**src/rtl/reg_alu_seq_pkg.sv**
```systemverilog
// reg_alu_seq_pkg: control-word layout and sequencer state encodings
// Control word (CW_W bits): {sel, wr, op[1:0], rd_a[2:0], rd_b[2:0], wr_addr[2:0], d_in[15:0]}
package reg_alu_seq_pkg;

    localparam int CW_W    = 29;
    localparam int SEL_B   = 28;
    localparam int WR_B    = 27;
    localparam int OP_MSB  = 26;
    localparam int OP_LSB  = 25;
    localparam int RDA_MSB = 24;
    localparam int RDA_LSB = 22;
    localparam int RDB_MSB = 21;
    localparam int RDB_LSB = 19;
    localparam int WRA_MSB = 18;
    localparam int WRA_LSB = 16;
    localparam int DIN_MSB = 15;
    localparam int DIN_LSB = 0;

    typedef enum logic [1:0] {
        S_IDLE  = 2'd0,
        S_RUN   = 2'd1,
        S_DRAIN = 2'd2
    } state_t;

endpackage

```
**src/rtl/reg_alu_seq_if.sv**
```systemverilog
// reg_alu_seq_if: control port set of the reg_alu datapath
// Ports (signals):
//   sel, wr            1   select / register write enable
//   op                 2   ALU operation
//   rd_addr_a/b        3   read addresses
//   wr_addr            3   write address
//   d_in               16  immediate data
//   cout               1   carry returned by reg_alu
// master = sequencer (drives the control word), slave = reg_alu (returns cout)
interface reg_alu_seq_if;

    logic        sel;
    logic        wr;
    logic [1:0]  op;
    logic [2:0]  rd_addr_a;
    logic [2:0]  rd_addr_b;
    logic [2:0]  wr_addr;
    logic [15:0] d_in;
    logic        cout;

    modport master (
        output sel, wr, op, rd_addr_a, rd_addr_b, wr_addr, d_in,
        input  cout
    );

    modport slave (
        input  sel, wr, op, rd_addr_a, rd_addr_b, wr_addr, d_in,
        output cout
    );

endinterface

```
**src/rtl/reg_alu_seq_prog_mem.sv**
```systemverilog
// seq_prog_mem: DEPTH x CW_W program store, synchronous write, asynchronous read
// Ports:
//   clk    in   clock
//   we     in   write enable (already gated by the sequencer)
//   waddr  in   PAW  write address
//   wdata  in   CW_W write data
//   raddr  in   PAW  read address
//   rdata  out  CW_W read data (combinational)
// Contents are intentionally not reset.
module seq_prog_mem
    import reg_alu_seq_pkg::*;
#(
    parameter int DEPTH = 8,
    parameter int PAW   = 3
) (
    input  logic            clk,
    input  logic            we,
    input  logic [PAW-1:0]  waddr,
    input  logic [CW_W-1:0] wdata,
    input  logic [PAW-1:0]  raddr,
    output logic [CW_W-1:0] rdata
);

    logic [CW_W-1:0] mem_q [DEPTH];

    always_ff @(posedge clk) begin
        if (we) mem_q[waddr] <= wdata;
    end

    assign rdata = mem_q[raddr];

endmodule

```
**src/rtl/reg_alu_seq.sv**
```systemverilog
// reg_alu_seq: control-word sequencer issuing one stored word per clock to reg_alu
// Ports:
//   clk, reset     in   clock, synchronous active-high reset
//   prog_we        in   program write (IDLE only)
//   prog_addr      in   PAW   program write address
//   prog_word      in   CW_W  program word
//   len            in   PAW+1 words to run, sampled with start (clamped to DEPTH)
//   start          in   begin run (IDLE only)
//   hold           in   bubble cycle, pc holds
//   abort          in   end run immediately, no done
//   alu            if   master side of the reg_alu control port (cout comes back)
//   busy           out  high in RUN and DRAIN
//   done           out  one-cycle pulse after a completed run
//   pc             out  PAW+1 index of next word to issue
//   carry_flag     out  sticky carry seen on issued sel=1 words
module reg_alu_seq
    import reg_alu_seq_pkg::*;
#(
    parameter int DEPTH = 8,
    parameter int PAW   = 3
) (
    input  logic            clk,
    input  logic            reset,
    input  logic            prog_we,
    input  logic [PAW-1:0]  prog_addr,
    input  logic [CW_W-1:0] prog_word,
    input  logic [PAW:0]    len,
    input  logic            start,
    input  logic            hold,
    input  logic            abort,
    reg_alu_seq_if.master   alu,
    output logic            busy,
    output logic            done,
    output logic [PAW:0]    pc,
    output logic            carry_flag
);

    localparam logic [PAW:0] DEPTH_L = (PAW+1)'(DEPTH);

    state_t          state_q, state_d;
    logic [PAW:0]    pc_q, pc_d;
    logic [PAW:0]    len_q, len_d;
    logic [CW_W-1:0] cw_q, cw_d;
    logic            done_q, done_d;
    logic            carry_q, carry_d;
    logic [CW_W-1:0] rd_word;
    logic [PAW:0]    eff_len;

    seq_prog_mem #(
        .DEPTH (DEPTH),
        .PAW   (PAW)
    ) u_mem (
        .clk   (clk),
        .we    (prog_we && state_q == S_IDLE),
        .waddr (prog_addr),
        .wdata (prog_word),
        .raddr (pc_q[PAW-1:0]),
        .rdata (rd_word)
    );

    assign eff_len = (len > DEPTH_L) ? DEPTH_L : len;

    always_comb begin
        state_d = state_q;
        pc_d    = pc_q;
        len_d   = len_q;
        cw_d    = '0;
        done_d  = 1'b0;
        // carry is judged on the word currently presented to reg_alu
        carry_d = carry_q | (cw_q[SEL_B] & alu.cout);
        case (state_q)
            S_IDLE: begin
                if (start) begin
                    len_d   = eff_len;
                    pc_d    = '0;
                    carry_d = 1'b0;
                    state_d = (eff_len == '0) ? S_DRAIN : S_RUN;
                end
            end
            S_RUN: begin
                if (abort) begin
                    state_d = S_IDLE;
                    pc_d    = '0;
                end else if (!hold) begin
                    cw_d    = rd_word;
                    pc_d    = pc_q + (PAW+1)'(1);
                    state_d = (pc_d == len_q) ? S_DRAIN : S_RUN;
                end
            end
            S_DRAIN: begin
                state_d = S_IDLE;
                pc_d    = abort ? '0 : pc_q;
                done_d  = !abort;
            end
            default: state_d = S_IDLE;
        endcase
    end

    always_ff @(posedge clk) begin
        if (reset) begin
            state_q <= S_IDLE;
            pc_q    <= '0;
            len_q   <= '0;
            cw_q    <= '0;
            done_q  <= 1'b0;
            carry_q <= 1'b0;
        end else begin
            state_q <= state_d;
            pc_q    <= pc_d;
            len_q   <= len_d;
            cw_q    <= cw_d;
            done_q  <= done_d;
            carry_q <= carry_d;
        end
    end

    assign alu.sel       = cw_q[SEL_B];
    assign alu.wr        = cw_q[WR_B];
    assign alu.op        = cw_q[OP_MSB:OP_LSB];
    assign alu.rd_addr_a = cw_q[RDA_MSB:RDA_LSB];
    assign alu.rd_addr_b = cw_q[RDB_MSB:RDB_LSB];
    assign alu.wr_addr   = cw_q[WRA_MSB:WRA_LSB];
    assign alu.d_in      = cw_q[DIN_MSB:DIN_LSB];

    assign busy       = state_q != S_IDLE;
    assign done       = done_q;
    assign pc         = pc_q;
    assign carry_flag = carry_q;

endmodule

```
**src/flat_wrapper.sv**
```systemverilog
// flat-port wrapper written by rule: the top's interface ports become plain ports
module reg_alu_seq_flat import reg_alu_seq_pkg::*;
#(
    parameter int DEPTH = 8,
    parameter int PAW   = 3
)
  (clk, reset, prog_we, prog_addr, prog_word, len, start, hold, abort, busy, done, pc, carry_flag, alu_sel, alu_wr, alu_op, alu_rd_addr_a, alu_rd_addr_b, alu_wr_addr, alu_d_in, alu_cout);
  reg_alu_seq_if alu_i ();
  input  logic clk;
  input  logic reset;
  input  logic prog_we;
  input  logic [PAW-1:0] prog_addr;
  input  logic [CW_W-1:0] prog_word;
  input  logic [PAW:0] len;
  input  logic start;
  input  logic hold;
  input  logic abort;
  output logic busy;
  output logic done;
  output logic [PAW:0] pc;
  output logic carry_flag;
  output wire logic [$bits(alu_i.sel)-1:0] alu_sel;
  output wire logic [$bits(alu_i.wr)-1:0] alu_wr;
  output wire logic [$bits(alu_i.op)-1:0] alu_op;
  output wire logic [$bits(alu_i.rd_addr_a)-1:0] alu_rd_addr_a;
  output wire logic [$bits(alu_i.rd_addr_b)-1:0] alu_rd_addr_b;
  output wire logic [$bits(alu_i.wr_addr)-1:0] alu_wr_addr;
  output wire logic [$bits(alu_i.d_in)-1:0] alu_d_in;
  input wire logic [$bits(alu_i.cout)-1:0] alu_cout;
  assign alu_sel = alu_i.sel;
  assign alu_wr = alu_i.wr;
  assign alu_op = alu_i.op;
  assign alu_rd_addr_a = alu_i.rd_addr_a;
  assign alu_rd_addr_b = alu_i.rd_addr_b;
  assign alu_wr_addr = alu_i.wr_addr;
  assign alu_d_in = alu_i.d_in;
  assign alu_i.cout = alu_cout;
  reg_alu_seq #(.DEPTH(DEPTH), .PAW(PAW)) u_core (.clk(clk), .reset(reset), .prog_we(prog_we), .prog_addr(prog_addr), .prog_word(prog_word), .len(len), .start(start), .hold(hold), .abort(abort), .alu(alu_i), .busy(busy), .done(done), .pc(pc), .carry_flag(carry_flag));
endmodule
```
**config.mk**
```make
export PLATFORM = sky130hd
export DESIGN_NAME = reg_alu_seq_flat
export DESIGN_NICKNAME = d
export VERILOG_FILES = /design/src/rtl/reg_alu_seq_pkg.sv /design/src/rtl/reg_alu_seq_if.sv /design/src/rtl/reg_alu_seq_prog_mem.sv /design/src/rtl/reg_alu_seq.sv /design/src/flat_wrapper.sv
export SDC_FILE = /design/constraint.sdc
export NUM_CORES = 1
export LEC_CHECK = 0
export ABC_AREA = 1
export CORE_MARGIN = 8
export CORE_UTILIZATION = 58
export DETAILED_ROUTE_END_ITERATION = 8
export HOLD_SLACK_MARGIN = 0.05
export PLACE_DENSITY_LB_ADDON = 0.2
export SYNTH_ARGS = -nofsm -noshare
export SYNTH_HDL_FRONTEND = slang
export SYNTH_SLANG_ARGS = --single-unit
```
**constraint.sdc**
```tcl
create_clock -name clk -period 3.1 [get_ports clk]
set_clock_uncertainty 0.05 [all_clocks]
set_input_delay 0.62 -clock clk [delete_from_list [all_inputs] [get_ports clk]]
set_output_delay 0.62 -clock clk [all_outputs]
set_load 0.05 [all_outputs]
```
# Yosys cells after proc, flatten, opt, wreduce, memory -nomap -nowiden
# Memory sizes are Yosys's and may differ from the RTL's. A register that Yosys moved wholly into a read port is not among the register bits.
# Index checks and enable logic that the tools add are counted.
# word_totals
regBits	12
mem_bits_rw	232
elab_cells	45
memories	1
# classes
addsub	1
n_lt_le_gt_ge	1
n_eq_ne	6
mux	16
bitwise	4
n_reduce_logical	11
# memory_table
memory	words	word_bits	read_ports	rd_ports_with_merged_regs	write_ports	line	text
u_core.u_mem.mem_q	8	29	1	1	1	reg_alu_seq_prog_mem.sv:24	logic [CW_W-1:0] mem_q [DEPTH];
# op_table
cell	count
4-bit two-way mux	5
4-bit case mux with 3 select lines	1
2-bit two-way mux	5
4-bit by 1-bit adder with 4-bit output, second input constant	1
4-bit equality test	1
4-bit greater-than comparator, second input constant	1
4-bit logical NOT	1
1-bit two-way mux	4
2-bit != test, second input constant	2
2-bit case mux with 2 select lines	1
2-bit AND reduction	2
4-bit AND reduction	1
4-bit OR reduction	1
3-bit != test, second input constant	1
3-bit nonzero test	1
2-bit by 1-bit equality test with 1-bit output, second input constant	1
2-bit equality test, second input constant	1
2-bit logical NOT	1
1-bit inverter	2
2-bit nonzero test	1
2-bit OR reduction	1
1-bit AND	1
1-bit logical AND	1
1-bit logical NOT	1
1-bit OR	1

# Depth between registers and ports, before layout
# Gate-level depths: netlist (run 1).
# depth
depth_word	6
mapped_depth	12

# By module
# Synthesis (run 1) repeated with hierarchy kept, for this count alone.
# hier_totals
cells_unflattened	1212
hier_area_um2	11696.2
# by_module_without_submodules
mod	instances	cells_each	area_per_inst_um2	seq_area_each_um2
seq_prog_mem	1	1021	10172.3	6966.7
reg_alu_seq	1	191	1524.0	820.8

# Least setup slack after synthesis (run 1)
# No wires, ideal clock.
# synth_timing
kind	register -> register
from	register u_core.state_q[1]
to	memory u_core.u_mem.mem_q[0][0], enable pin
setup_time_ps	415
arrival_time_ps	2335
t_required_ps	2635
slack_ps	300
path_stages_with_launch	6
synth_period_minus_slack_ps	2800
cell_sequence	dfxtp_1 > nor2_1 > inv_1 > nor2_1 > nand2_1 > nor2_1
# synth_via
elab_chain_cells	4
# synth_lines
item	line	text
start, declared	reg_alu_seq.sv:40	state_t state_q, state_d;
start signal, assigned	reg_alu_seq.sv:108	state_q <= state_d;
2-bit logical NOT	reg_alu_seq.sv:54	.we (prog_we && state_q == S_IDLE),
1-bit logical AND	reg_alu_seq.sv:54	
1-bit two-way mux	reg_alu_seq_prog_mem.sv:27	if (we) mem_q[waddr] <= wdata;
1-bit two-way mux (implied by the code)	reg_alu_seq_prog_mem.sv:27	
end, declared	reg_alu_seq_prog_mem.sv:24	
# No other way between the ends.

# Worst setup path after layout (run 1)
# layout_timing
from	register u_core.state_q[1]
to	output busy
# layout_via
elab_chain_cells	1
# layout_lines
item	line	text
2-bit nonzero test	reg_alu_seq.sv:125	assign busy = state_q != S_IDLE;
end, declared	flat_wrapper.sv:18	output logic busy;
# No other way between the ends.

==> results by group, run 1 <==
Placement
  – Pre-CTS WS: 465 ps
  – Hpwl dp: 13,000 um
  – Global placement routability congestion: 0.809
  – PortBufs: 78
  – Placed Area: approximately 11,000 um2

Timing
  – Relative slew slack: 0.532
  – Max-slew violation count: 0
  – Fmax: 0.372 GHz
  – Final worst slack: approximately 420 ps
  – Slew @ Worst Pin: 701 ps
  – Tmin final: about 2700 ps
  – TNS Setup: 0 ps
  – Final setup vio count: 0
  – RSZ-0062 raised after global routing: no
  – Fin. Hold Viols: 0
  – Tcrit/Tclk final: 0.866
  – Hold slack: roughly 440 ps

Setup path
  – CP Data Required Time: ~2400 ps
  – Critical path type: flip-flop to output port
  – Reg2Reg Launch Point: u_core.pc[1]
  – Worst Reg-to-Reg Cells: 6
  – FF-to-FF End: u_core.cw_q[24]
  – Crit path max fanout: 5
  – CP endpoint kind: output port
  – Worst Path Arrival: around 2000 ps
  – Critical Path Source Type: flip-flop
  – Flop2flop setup slack: around 850 ps

Worst hold path
  – Hold EP: u_core.carry_flag
  – Hold Crit Class: flip-flop to flip-flop
  – Worst Hold Path Cells: 2
  – Worst Hold Launch: u_core.carry_flag

Clock tree
  – Maximum clock insertion buffer count: 3
  – Clock root buffer master: clkbuf_16
  – CTS buffer count: 26
  – CTS tree: yes
  – H-tree depth: 1
  – Reg clk slew, reported paths: around 60 ps
  – Hold_buf cts: 0
  – Worst-skew pair later-pin latency: 530 ps
  – Clock Sinks: 273
  – CTS resizes: 0
  – Setup Buffers After CTS: 0

Power
  – Switching pwr: 1.55 mW
  – Power, Total: between 7 and 8 mW
  – Max IR drop VDD: between 0.0005 and 0.0006 V
  – Leakage: between 4 and 5 nW
  – Int Power: around 5.9 mW
  – Sw Share: 0.208
  – Clk pwr share: 0.395
  – Logic pwr share: 0.057
  – Reg power frac: 0.548
  – Power Dens Cells: between 600 and 700 nW/um2

Cells and area
  – Final instance area: 12,200 um2
  – Share of layout cells above drive strength 1: 0.0804
  – Multi-input gate area: 2260 um2
  – Register area: slightly below 8000 um2
  – Ant. Diodes: 0
  – Area grow syn2layout: 18.0%
  – Most frequent cells in the layout: nor2_1 (242), edfxtp_1 (232), clkdlybuf4s50_1 (77)
  – Fillcell total: between 1,000 and 1,500
  – Final net count: between 900 and 1,000
  – Most common cell after layout, fill and taps aside: nor2_1

Outcome
  – Status: complete, no violations

Synthesis
  – Number of synthesized register bits: ~270
  – Largest cells by area after synthesis: edfxtp_1 (67%), nor2_1 (9.1%), dfxtp_1 (7.9%)
  – Syn_area_per_cell: 12.8 um2
  – Yosys top cell area share: 0.672
  – Synth unique cells: 25
  – Syn Nets: 851
  – Post-Syn Area: ~10,000 um2
  – Yosys top cell by area: edfxtp_1
  – Post-Synthesis Cells: a little over 800
  – Yosys warnings: 0
  – Register area share after synthesis: 0.752

Route
  – DRC: 0
  – Vias/cell: 5.79
  – WL per Instance: ~20 um
  – Drt pass-1 iters: 5
  – Via count: about 6,600
  – Final ANT Viol Nets: 0
  – Initial drt markers: 673
  – WL final: 22,300 um

Die
  – Die height: 150 um
  – Core footprint: roughly 18,000 um2
  – Initial core utilization: 0.585
  – IO Pins: 79
  – Row count: between 40 and 50
  – Die Area: between 20,000 and 25,000 um2
  – Die W: 150 um

Flow run
  – Number of max-cap violations: 0

Global routing
  – Initial antenna violation count: 0
  – GRT Overall Usage: 0.199
  – First-pass GRT wire length: about 35,000 um
  – Largest net degree at the start of global routing: ~70
  – Vias in the first global route: 6,663
  – GRT overflow: 0
how the worst max path moves through the flow:
| stage | startpoint | depth (start not counted) | to |
|---|---|---|---|
| 3_5_place_dp | prog_we | 6 | u_core.u_mem.mem_q[2][20] |
| 3_3_place_gp | prog_we | 6 | u_core.u_mem.mem_q[5][24] |
| 6_report | u_core.state_q[1] | 3 | busy |
| 5_1_grt | u_core.state_q[1] | 3 | busy |
| 4_1_cts | u_core.state_q[1] | 3 | busy |
| 2_1_floorplan | u_core.state_q[1] | 5 | u_core.u_mem.mem_q[0][0] |
routing by layer:
metal,vias to the layer above,global-route usage,routed length [um]
li1,3079,-,-
met1,3242,0.254,9540
met2,212,0.337,11100
met3,49,0.0363,1140
met4,0,0.0710,583
met5,-,0,0
power by group through the flow:
stage / clock, mW / combinational, mW / sequential (mW)
3_5_place_dp: 0 / 0.424 / 4.16
5_1_grt: 3.15 / 0.465 / 4.08
3_3_place_gp: 0 / 0.410 / 4.15
6_report: 2.94 / 0.426 / 4.08
4_1_cts: 2.99 / 0.428 / 4.08
2_1_floorplan: 0 / 0.222 / 4.18
metrics by stage:
step | std cells | util
finish | 1137 | 0.690
global route | 1137 | 0.690
CTS | 1137 | 0.690
detailed placement | 1089 | 0.645
global placement | 1089 | 0.645
floorplan | 807 | -
cell type report:
type,count,share of cell area
inverter,24,0.00757
sequential,273,0.638
multi-input combinational,460,0.185
clock inverter,12,0.00614
tap,229,0.0234
timing repair buffer,103,0.0811
clock buffer,36,0.0589
state kept, by name (all words and copies together), names as in the netlist:
| register | flops |
|---|---|
| u_core.u_mem.mem_q | 232 |
| u_core.len_q | 4 |
| u_core.cw_q | 29 |
| u_core.pc | 4 |
| u_core.done | 1 |
| u_core.state_q | 2 |
| u_core.carry_flag | 1 |
cells by family after synthesis:
group,synth area share
AO/OA/AOI/OAI,0.0988
buffers and inverters,0.0367
adder cells (fa/ha/maj),0.00121
XOR/XNOR,0.000845
AND/OR/NAND/NOR,0.111
flip-flops,0.752
synth_stat cells:
cell type,count
nor4_2,1
buf_4,6
o21ai_1,29
inv_2,2
buf_6,8
o32ai_1,58
o31ai_1,1
inv_1,21
dfxtp_1,41
nand2_1,35
a21oi_1,6
nand4_1,2
nor2_1,250
nand3_1,11
ha_1,1
buf_2,15
xnor2_1,1
buf_1,4
o22ai_1,1
a211oi_1,1
clkinv_2,1
clkbuf_1,17
o21ai_0,62
edfxtp_1,232
a21oi_2,1
critical path, stage by stage (launching register included):
cell and delay [ps]:
dfxtp_1 430, nor2_1 120, inv_1 130, clkdlybuf4s50_1 820
Power figures use the tool's default switching activity.
==> run 2: changes to the inputs <==
- CORE_UTILIZATION: 58 -> 63
- DONT_BUFFER_PORTS: default -> 1
==> run 2 against run 1 <==
  * Critical path type is now flip-flop to flip-flop
  * First-iteration DRC count is 17% lower
  * Clock power is 4% higher
  * Highest routed layer unchanged
  * Sequential cell count stayed put
==> results by group, run 2 (same netlist as run 1, synthesis figures left out) <==
Setup path
  – Crit-path most repeated cell: nor2_1
  – FF-to-FF End: u_core.u_mem.mem_q[0][18] (was u_core.cw_q[24])
  – Critical Path Source Type: flip-flop (unchanged)
  – Crit path buf inv count: 2 (unchanged)
  – Crit path max fanout: 18 (was 5)
  – Worst path top cell family by delay: simple AND/OR/NAND/NOR gates (was buffers and inverters)
  – Flop2flop setup slack: 900 ps (was 850 ps)
  – Slowest cell on the critical path: nor2_4 (was clkdlybuf4s50_1)
  – Crit-path cells: nor2_1, inv_1, nor2_1, nand2_1, nor2_4, buf_12 (was nor2_1, inv_1, clkdlybuf4s50_1)
  – Worst Path Arrival: 2360 ps (was 2010 ps)
  – Critical path type: flip-flop to flip-flop (was flip-flop to output port)
  – Worst Reg-to-Reg Cells: 6 (unchanged)
  – Reg2Reg Launch Point: u_core.state_q[1] (was u_core.pc[1])
  – CP max stage delay: 460 ps (was 820 ps)
  – CP Data Required Time: 3270 ps (was 2430 ps)
  – CP endpoint kind: flip-flop (was output port)

Clock tree
  – H-tree depth: 1 (unchanged)
  – Setup Buffers After CTS: 0 (unchanged)
  – CTS tree: yes (unchanged)
  – Clock Sinks: 273 (unchanged)
  – CTS buffer count: 27 (was 26)
  – Hold_buf cts: 0 (unchanged)
  – Clock root buffer master: clkbuf_16 (unchanged)
  – CTS resizes: 0 (unchanged)
  – Reg clk slew, reported paths: 60 ps (about the same)
  – Maximum clock insertion buffer count: 3 (unchanged)
  – Worst-skew pair later-pin latency: 510 ps (was 530 ps)

Die
  – Die Area: 20,800 um2 (was 22,400 um2)
  – Die height: 144 um (was 150 um)
  – IO Pins: 79 (unchanged)
  – Initial core utilization: 0.634 (was 0.585)
  – Row count: 47 (was 49)
  – Die W: 144 um (was 150 um)
  – Core footprint: 16,300 um2 (was 17,700 um2)

Route
  – Initial drt markers: 558 (was 673)
  – WL final: 21,600 um (was 22,300 um)
  – Final ANT Viol Nets: 0 (unchanged)
  – Drt pass-1 iters: 5 (unchanged)
  – WL per Instance: 20.6 um (was 19.6 um)
  – Vias/cell: 6.13 (was 5.79)
  – DRC: 0 (unchanged)
  – Via count: 6,410 (was 6,582)

Timing
  – Slew @ Worst Pin: 696 ps (was 701 ps)
  – TNS Setup: 0 ps (unchanged)
  – Tmin final: 2200 ps (was 2680 ps)
  – RSZ-0062 raised after global routing: no (unchanged)
  – Tcrit/Tclk final: 0.709 (was 0.866)
  – Fin. Hold Viols: 0 (unchanged)
  – Fmax: 0.455 GHz (was 0.372 GHz)
  – Hold slack: 112 ps (was 444 ps)
  – Final setup vio count: 0 (unchanged)
  – Relative slew slack: 0.535 (was 0.532)
  – Max-slew violation count: 0 (unchanged)
  – Final worst slack: 902 ps (was 415 ps)

Worst hold path
  – Worst Hold Launch: reset (was u_core.carry_flag)
  – Hold Crit Class: input port to flip-flop (was flip-flop to flip-flop)
  – Worst Hold Path Cells: 1 (was 2)
  – Hold EP: u_core.pc[1] (was u_core.carry_flag)

Global routing
  – Largest net degree at the start of global routing: 123 (was 68)
  – GRT overflow: 0 (unchanged)
  – Met2 usage: 0.337 (about the same)
  – First-pass GRT wire length: 33,200 um (was 35,100 um)
  – Met3 usage: 0.0366 (was 0.0363)
  – Initial antenna violation count: 0 (unchanged)
  – Vias in the first global route: 6,198 (was 6,663)
  – Met1 usage: 0.275 (was 0.254)
  – GRT Overall Usage: 0.207 (was 0.199)
  – GRT Max-Usage Layer: met2 (unchanged)

Flow run
  – Number of max-cap violations: 0 (unchanged)

Outcome
  – Status: complete, no violations (unchanged)

Cells and area
  – Final net count: 850 (was 932)
  – Biggest regs: u_core.u_mem.mem_q (232), u_core.cw_q (29) (unchanged)
  – Most frequent cells in the layout: nor2_1 (242), edfxtp_1 (232), o21ai_0 (62) (was nor2_1 (242), edfxtp_1 (232), clkdlybuf4s50_1 (77))
  – Share of layout cells above drive strength 1: 0.0932 (was 0.0804)
  – Most common cell after layout, fill and taps aside: nor2_1 (unchanged)
  – Max reg flops: 232 (unchanged)
  – Area grow syn2layout: 10.9% (was 18.0%)
  – Ant. Diodes: 0 (unchanged)
  – Top reg by flops: u_core.u_mem.mem_q (unchanged)

Power
  – Power Dens Cells: 648 nW/um2 (was 609 nW/um2)
  – Max IR drop VDD: 0.000452 V (was 0.000505 V)
  – Leakage: 3.85 nW (was 4.13 nW)
  – Power, Total: 7.45 mW (about the same)

Placement
  – Hpwl dp: 12,600 um (was 13,000 um)
  – Global placement routability congestion: 0.844 (was 0.809)
  – Pre-CTS WS: 880 ps (was 465 ps)
  – PortBufs: 0 (was 78)
run 2: changes by cell type in the layout (fill, tap and decap cells not counted):
cell / delta
clkdlybuf4s50_1: -77
buf_4: -10
clkinv_1: -8
buf_12: +4
clkinv_2: +4
clkbuf_8: +3
clkinv_4: +1
clkinvlp_4: +1
dfxtp_1: -1
dfxtp_2: +1
run 2: per-stage QoR:
stage,utilization,area [um2],instances
2_1_floorplan,-,10400,807
3_3_place_gp,0.652,10700,997
3_5_place_dp,0.652,10700,997
4_1_cts,0.703,11500,1046
5_1_grt,0.703,11500,1046
6_report,0.703,11500,1046
run 2: how the worst max path moves through the flow:
stage                                 start                   endpoint  slack, ps  cells past startpoint
after detailed placement  u_core.state_q[1]   u_core.u_mem.mem_q[1][1]        880                      6
after CTS                 u_core.state_q[1]   u_core.u_mem.mem_q[1][3]        870                      6
final                     u_core.state_q[1]  u_core.u_mem.mem_q[0][18]        900                      6
after global routing      u_core.state_q[1]   u_core.u_mem.mem_q[1][3]        710                      6
after floorplan           u_core.state_q[1]   u_core.u_mem.mem_q[0][0]        300                      5
after global placement    u_core.state_q[1]   u_core.u_mem.mem_q[1][0]        930                      6
run 2: per-layer routing:
metal | wire length [um] | vias to the layer above | share of wire
li1 | - | 2910 | -
met1 | 8790 | 3170 | 0.41
met2 | 10500 | 287 | 0.49
met3 | 1770 | 43 | 0.082
met4 | 488 | 0 | 0.023
met5 | 0 | - | 0
run 2: power breakdown:
part / internal [mW] / leakage, nW / total, mW / switching (mW)
Clock: 1.78 / 0.417 / 3.05 / 1.26
Combinational: 0.0898 / 1.00 / 0.300 / 0.211
Sequential: 4.06 / 2.44 / 4.10 / 0.0413
Total: 5.93 / 3.85 / 7.45 / 1.51
run 2: area by class of cell:
cell class / instances / area, um2
clock inverter: 10 / 81.3
clock buffer: 39 / 761
multi-input combinational: 460 / 2260
sequential: 273 / 7800
inverter: 24 / 92.6
fill: 1112 / 4850
tap: 220 / 275
timing repair buffer: 20 / 225
